[config.mk]
export PLATFORM = sky130hd
export DESIGN_NAME = alu_arbiter
export DESIGN_NICKNAME = d
export VERILOG_FILES = /design/src/rtl/alu_arbiter.sv
export SDC_FILE = /design/constraint.sdc
export NUM_CORES = 1
export LEC_CHECK = 0
export ABC_CLOCK_PERIOD_IN_PS = 1800
export CAP_MARGIN = 15
export CORE_ASPECT_RATIO = 0.75
export CORE_MARGIN = 2
export CORE_UTILIZATION = 46
export CTS_BUF_LIST = sky130_fd_sc_hd__clkbuf_16
export DETAILED_ROUTE_END_ITERATION = 6
export GPL_ROUTABILITY_DRIVEN = 0
export PLACE_DENSITY = 0.77
export SLEW_MARGIN = 20
export SYNTH_ARGS = -nofsm -noshare
export SYNTH_HDL_FRONTEND = slang
export SYNTH_SLANG_ARGS = --single-unit
export TNS_END_PERCENT = 100
[constraint.sdc]
create_clock -name clk -period 1.8 [get_ports clk]
set_input_delay 0.18 -clock clk [delete_from_list [all_inputs] [get_ports clk]]
set_output_delay 0.18 -clock clk [all_outputs]
set_load 0.02 [all_outputs]
[src/rtl/alu_arbiter.sv]
// -----------------------------------------------------------------------------
// alu_arbiter
//
// Shares one combinational 2-bit ALU between two requesters. Each requester
// presents (a, b, sel) with a valid/ready handshake. The arbiter grants one
// requester at a time, captures its operation, runs it through the ALU, and
// returns the 4-bit result with the requester ID on one shared response
// channel. Only one operation is in flight at any time.
//
// Sequence per operation: IDLE (accept) -> EXEC (ALU result registered)
// -> RESP (held until rsp_ready).
//
// Ties in IDLE go to the requester that did not own the last completed
// response, so two continuously valid requesters alternate strictly.
//
// Ports
//   clk                      system clock, rising edge
//   rst                      synchronous, active-high reset
//   req_valid_<n>            requester n has an operation pending
//   req_a_<n>, req_b_<n>     requester n operands (2 bits each)
//   req_sel_<n>              requester n opcode:
//                              0 NOT A, 1 NAND(A,B), 2 A+B, 3 A*B
//   req_ready_<n>            requester n accepted this cycle (combinational)
//   rsp_valid                response held on rsp_id / rsp_y
//   rsp_id                   requester that owns the response
//   rsp_y                    4-bit ALU result, zero-extended
//   rsp_ready                consumer accepts the response
//
// Optional feature (define ALU_ARB_STATS_EN):
//   stat_cnt_0, stat_cnt_1   8-bit wrapping counts of completed responses
//                            per requester, cleared by rst
// -----------------------------------------------------------------------------
module alu_arbiter (
  input  logic       clk,
  input  logic       rst,
  input  logic       req_valid_0,
  input  logic [1:0] req_a_0,
  input  logic [1:0] req_b_0,
  input  logic [1:0] req_sel_0,
  output logic       req_ready_0,
  input  logic       req_valid_1,
  input  logic [1:0] req_a_1,
  input  logic [1:0] req_b_1,
  input  logic [1:0] req_sel_1,
  output logic       req_ready_1,
  output logic       rsp_valid,
  output logic       rsp_id,
  output logic [3:0] rsp_y,
  input  logic       rsp_ready
`ifdef ALU_ARB_STATS_EN
  ,
  output logic [7:0] stat_cnt_0,
  output logic [7:0] stat_cnt_1
`endif
);

  typedef enum logic [1:0] {
    IDLE = 2'd0,
    EXEC = 2'd1,
    RESP = 2'd2
  } state_t;

  state_t     state;
  state_t     state_nxt;

  // Owner of the last completed response; resets to 1 so requester 0 wins
  // the first tie.
  logic       last;

  logic [1:0] cap_a;
  logic [1:0] cap_b;
  logic [1:0] cap_sel;
  logic       cap_id;

  logic       grant_0;
  logic       grant_1;
  logic       rsp_hs;
  logic [3:0] alu_y;

  // ---------------------------------------------------------------------------
  // The shared ALU: purely combinational, result always 4 bits with unused
  // upper bits zero. Widest result is 3*3 = 9, so nothing overflows.
  // ---------------------------------------------------------------------------
  function automatic logic [3:0] alu(input logic [1:0] a,
                                     input logic [1:0] b,
                                     input logic [1:0] sel);
    logic [3:0] y;
    case (sel)
      2'd0:    y = {2'b00, ~a};
      2'd1:    y = {2'b00, ~(a & b)};
      2'd2:    y = {1'b0, {1'b0, a} + {1'b0, b}};
      default: y = {2'b00, a} * {2'b00, b};
    endcase
    return y;
  endfunction

  assign alu_y = alu(cap_a, cap_b, cap_sel);

  assign rsp_valid   = (state == RESP);
  assign rsp_hs      = rsp_valid && rsp_ready;
  assign req_ready_0 = grant_0;
  assign req_ready_1 = grant_1;

  // ---------------------------------------------------------------------------
  // Next-state and grant logic
  // ---------------------------------------------------------------------------
  always_comb begin
    // NOTE: every signal driven here gets a default first, so no path through
    // the case statement can leave one unassigned and infer a latch.
    state_nxt = state;
    grant_0   = 1'b0;
    grant_1   = 1'b0;

    case (state)
      IDLE: begin
        // Requester 0 wins when alone, or on a tie when requester 1 owned the
        // last response; otherwise requester 1 wins if it is valid.
        if (req_valid_0 && (!req_valid_1 || last)) begin
          grant_0 = 1'b1;
        end else if (req_valid_1) begin
          grant_1 = 1'b1;
        end
        if (grant_0 || grant_1) begin
          state_nxt = EXEC;
        end
      end
      EXEC: begin
        state_nxt = RESP;
      end
      RESP: begin
        if (rsp_hs) begin
          state_nxt = IDLE;
        end
      end
      default: begin
        state_nxt = IDLE;
      end
    endcase

    // No operation is accepted while reset is held, whatever the state.
    if (rst) begin
      grant_0 = 1'b0;
      grant_1 = 1'b0;
    end
  end

  // ---------------------------------------------------------------------------
  // State, capture and response registers
  // ---------------------------------------------------------------------------
  always_ff @(posedge clk) begin
    // NOTE: non-blocking assignments throughout, so every register here
    // samples pre-edge values regardless of statement order.
    if (rst) begin
      state   <= IDLE;
      last    <= 1'b1;
      cap_a   <= 2'd0;
      cap_b   <= 2'd0;
      cap_sel <= 2'd0;
      cap_id  <= 1'b0;
      rsp_id  <= 1'b0;
      rsp_y   <= 4'h0;
    end else begin
      state <= state_nxt;

      if (grant_0 || grant_1) begin
        cap_a   <= grant_1 ? req_a_1   : req_a_0;
        cap_b   <= grant_1 ? req_b_1   : req_b_0;
        cap_sel <= grant_1 ? req_sel_1 : req_sel_0;
        cap_id  <= grant_1;
      end

      // rsp_id / rsp_y are only loaded in EXEC, so they stay constant for
      // the whole of RESP however long the consumer stalls.
      if (state == EXEC) begin
        rsp_y  <= alu_y;
        rsp_id <= cap_id;
      end

      if (rsp_hs) begin
        last <= rsp_id;
      end
    end
  end

`ifdef ALU_ARB_STATS_EN
  // ---------------------------------------------------------------------------
  // Per-requester completion counters, wrapping at 255 -> 0
  // ---------------------------------------------------------------------------
  always_ff @(posedge clk) begin
    if (rst) begin
      stat_cnt_0 <= 8'd0;
      stat_cnt_1 <= 8'd0;
    end else if (rsp_hs) begin
      if (rsp_id) begin
        stat_cnt_1 <= stat_cnt_1 + 8'd1;
      end else begin
        stat_cnt_0 <= stat_cnt_0 + 8'd1;
      end
    end
  end
`endif

endmodule

* Word level (Yosys, flattened, before mapping)
Index checks and enable logic that the tools add are counted.
Storage, ports and cells: logic and storage cells 44, bits in registers 15, output and inout port bits 8, input bits 17
Operators by class: reduce and logical (&&, ||, !) cells 9, mux-type cells 16, multipliers 1, equality and inequality tests 6, bitwise operators 3, $add $sub $neg 1
Operators with widths (number):
- $pmux W4 S3 | 1
- $mux W2 | 5
- $mux W1 | 9
- $pmux W2 S3 | 1
- $eq A2 B1 Y1 const B | 2
- $eq A2 B2 Y1 const B | 2
- $logic_not A2 Y1 | 2
- $mul A2 B2 Y4 | 1
- $not A2 Y2 | 2
- $add A2 B2 Y3 | 1
- $logic_or A1 B1 Y1 | 3
- $and A2 B2 Y2 | 1
- $logic_and A1 B1 Y1 | 2
- $ne A2 B1 Y1 const B | 1
- $ne A2 B2 Y1 const B | 1
- $reduce_and A2 Y1 | 1
- $logic_not A1 Y1 | 1

* Longest topological paths before layout
Gate-level depths: netlist (run 1).
depth after elaboration 8, mapped depth 7

* Worst setup path before layout (run 1)
No wires, ideal clock.
path kind register to register, from reg cap_a[0], to reg rsp_y[1], cell stages (with the launch flop) 5, period minus slack after synthesis 1.436 ns, path buffers 0, setup slack 0.364 ns, data arrival time 1.335 ns, cells stage by stage dfxtp_1 > ha_1 > fa_1 > a211oi_1 > o41ai_1
Between the ends: longest elaborated chain between the ends 2
RTL lines:
- start: declaration | line 70 | logic [1:0] cap_a;
- start signal: assignment | line 166 | cap_a <= grant_1 ? req_a_1 : req_a_0;
- $mul A2 B2 Y4 / $add A2 B2 Y3 (equally long branches) | line 92, 91
- $pmux W4 S3 * | line 88 | case (sel)
- end signal: assignment | line 175 | rsp_y <= alu_y;
- end: declaration | line 48 | output logic [3:0] rsp_y,
Every way passes the cells marked *; elsewhere a longest branch is shown, timed or not. A chain may end at the register's enable or synchronous reset.

* Worst setup path in the final report (run 1)
from reg state[1], to out rsp_valid
Between the ends: longest elaborated chain between the ends 1
RTL lines:
- start: declaration | line 63 | state_t state;
- start signal: assignment | line 163 | state <= state_nxt;
- $eq A2 B2 Y1 | line 99 | assign rsp_valid = (state == RESP);
- end: declaration | line 46 | output logic rsp_valid,
No other way between the ends.

==> results.sh, run 1 <==
export IMPL_yosysTopAreaCell="dfxtp_1"
export IMPL_synth_top_area_share_pct=33.7
export IMPL_cts_tree="yes"
export IMPL_ir_drop_mv=0.648
export IMPL_track_usage_pct=18.0
export IMPL_cp_required_ns=1.62
export IMPL_outcome="finished, final reports clean"
export IMPL_multi_input_area_um2=524
export IMPL_die_w_um=54.8
export IMPL_rsz0062_at_grt="no"
export IMPL_startpoint="state[1]$_SDFFE_PP0P_"
export IMPL_arrival_ns=1.47
export IMPL_utilization_pct=68.9
export IMPL_relSlewSlack_pct=78.1
export IMPL_setup_violations_final=0
export IMPL_hp_start="rsp_y[2]$_SDFFE_PP0N_"
export IMPL_fp_row_count=13
export IMPL_synth_nets=114
export IMPL_finalCritPeriodShare_pct=91.9
export IMPL_antenna_found_initial=0
export IMPL_slew_violations=0
export IMPL_syn_cell_area_um2=891
export IMPL_die_area_mm2=0.00231
export IMPL_io_pins=25
export IMPL_yosysWarnings=0
export IMPL_netlist_cell_type_count=35
export IMPL_drt_iter0_markers=19
export IMPL_ys_seq_area_share_pct=33.7
export IMPL_min_period_ns=1.65
export IMPL_holdWs_ns=0.452
export IMPL_p_leak_nw=0.461
export IMPL_synthCells=92
export IMPL_initial_core_util_pct=50.2
export IMPL_synthTopCellsByArea="dfxtp_1, o32ai_2, a21oi_1"
export IMPL_placement_io_buffers=24
export IMPL_ys_ff_latch=15
export IMPL_r2r_start="cap_a[0]$_SDFFE_PP0P_"
export IMPL_register_area_um2=300
export IMPL_clock_fmax_ghz=0.605
export IMPL_grt_pass1_vias=658
export IMPL_cts_root_buf="clkbuf_16"
export IMPL_fillers=143
export IMPL_areaGrowthSynthToFinish_pct=37.2
export IMPL_cts_htree_levels=1
export IMPL_critPathMaxFanout=4
export IMPL_avgSynthCellArea_um2=9.68
export IMPL_cp_end_kind="output pin"
export IMPL_grt_ovfl_total=0
export IMPL_ant_nets=0
export IMPL_cts_max_path_buffers=2
export IMPL_dr_total_vias=745
export IMPL_fin_nets=140
export IMPL_drc=0
export IMPL_startpoint_type="flop"
export IMPL_wl_um=1850
export IMPL_hold_viol=0
export IMPL_drive_gt1_share_pct=15.4
export IMPL_wl_per_cell_um=13.3
export IMPL_tightest_slew_ns=0.329
export IMPL_clkSinkCount=15
export IMPL_numCtsBuffers=3
export IMPL_fin_worst_skew_ns=0.00102
export IMPL_diodes=0
export IMPL_routed_via_density=5.36
export IMPL_drv_cap=0
export IMPL_clk_transition_reported_paths_ns=0.05
export IMPL_dr_pass1_iters=4
export IMPL_cts_hold_buf=0
export IMPL_core_area_mm2=0.00177
export IMPL_grt_first_pass_wirelength_um=2960
export IMPL_clk_latency_ns=0.25
export IMPL_pwr_density_cell_mw_per_mm2=863
export IMPL_setup_worst_path_class="flop to output pin"
export IMPL_dieHeight_um=42.1
export IMPL_hold_class="flop to flop"
export IMPL_dp_hpwl_um=1450
export IMPL_grt_max_degree=17
==> repair_timing <==
action	in CTS	in global routing
endpoints found under the setup margin	2	0
setup buffers	0	0
resized for setup	2	0
==> per-stage QoR <==
step / TNS [ns] / power [mW] / instance area (µm²) / std cells / worst slack [ns]
floorplan: 0 / 0.546 / 891 / 92 / 0.364
global placement: 0 / 0.620 / 1140 / 135 / 0.0184
detailed placement: -0.0326 / 0.630 / 1140 / 135 / -0.0326
CTS: 0 / 1.06 / 1220 / 139 / 0.145
global route: 0 / 1.10 / 1220 / 139 / 0.104
finish: 0 / 1.05 / 1220 / 139 / 0.147
==> report_power, final <==
group,internal [mW],switching (mW),total [mW]
sequential,0.362,0.0316,0.394
combinational,0.119,0.109,0.229
clock,0.297,0.136,0.433
total,0.778,0.277,1.05
==> cells by family (layout without fill, tap and decap cells) <==
| logic type | count (synthesis) | count (layout) | share of synthesized area [%] |
|---|---|---|---|
| AO/OA/AOI/OAI | 32 | 32 | 32.2 |
| AND/OR/NAND/NOR | 25 | 25 | 16.6 |
| flip-flops | 15 | 15 | 33.7 |
| buffers and inverters | 13 | 38 | 7.44 |
| adder cells (fa/ha/maj) | 5 | 5 | 7.87 |
| XOR/XNOR | 1 | 1 | 0.983 |
| multiplexers | 1 | 1 | 1.26 |
==> cell usage after synthesis <==
| library cell | n |
|---|---|
| a21oi_1 | 10 |
| o32ai_4 | 1 |
| xnor2_1 | 1 |
| mux2_2 | 1 |
| nand3b_1 | 2 |
| and2_4 | 1 |
| clkbuf_1 | 2 |
| o41ai_1 | 2 |
| and3_1 | 1 |
| and2_1 | 1 |
| o211ai_1 | 6 |
| and2b_1 | 1 |
| nor2b_1 | 1 |
| buf_2 | 2 |
| nand2_1 | 4 |
| buf_6 | 2 |
| a21bo_2 | 1 |
| inv_1 | 6 |
| buf_1 | 1 |
| nand4_1 | 1 |
| o21bai_1 | 1 |
| a21boi_1 | 1 |
| a211oi_1 | 3 |
| nor3_4 | 1 |
| a311o_1 | 1 |
| dfxtp_1 | 15 |
| a21boi_0 | 1 |
| or2_0 | 1 |
| o32ai_2 | 5 |
| fa_1 | 1 |
| nand2b_1 | 3 |
| ha_1 | 4 |
| nand3_1 | 1 |
| nor2_1 | 6 |
| or2b_1 | 1 |
==> state kept, by name, indices dropped and copies added, names as in the netlist <==
| name | count |
|---|---|
| state | 2 |
| cap_a | 2 |
| last | 1 |
| cap_b | 2 |
| cap_id | 1 |
| rsp_id | 1 |
| rsp_y | 4 |
| cap_sel | 2 |
==> layout by cell type, fill, tap and decap left out, types with 2 or more instances in the layout <==
cell	n
o41ai_1	2
clkdlybuf4s50_1	22
nand3b_1	2
inv_1	6
dlygate4sd2_1	2
a21oi_1	10
nand2_1	4
nor2_1	6
a211oi_1	3
ha_1	4
buf_4	4
o32ai_2	5
dfxtp_1	15
clkbuf_16	3
o211ai_1	6
nand2b_1	3
==> final cells by class <==
type,instances,area share [%]
multi-input combinational,64,42.9
sequential,15,24.6
timing repair buffer,28,21.9
clock buffer,3,6.14
tap,22,2.25
inverter,6,1.84
clock inverter,1,0.409
==> path summary, 6_finish.rpt <==
path	end	slack, ns	cells past startpoint
max	rsp_valid	0.15	2
min	rsp_y[2]$_SDFFE_PP0N_	0.45	2
max reg2reg	rsp_y[1]$_SDFFE_PP0N_	0.26	4
min reg2reg	rsp_y[2]$_SDFFE_PP0N_	0.45	2
==> worst max-delay path: stages (launching register included) <==
cell,delay [ns]
dfxtp_1,0.40
and2b_1,0.21
clkdlybuf4s50_1,0.62
==> metal layers <==
layer / GRT usage (%) / share of wire [%]
met4: 9.00 / 2.3
met3: 4.29 / 5.9
met5: 0 / 0
met1: 23.0 / 45
met2: 27.6 / 46
Note: power is estimated with default switching activity, not from simulation.
==> run 2: changes to the inputs <==
Settings changed: SETUP_SLACK_MARGIN from default to 0.1.
==> results of run 2 <==
Final layout, timing and power as in run 1 (identical DEF).
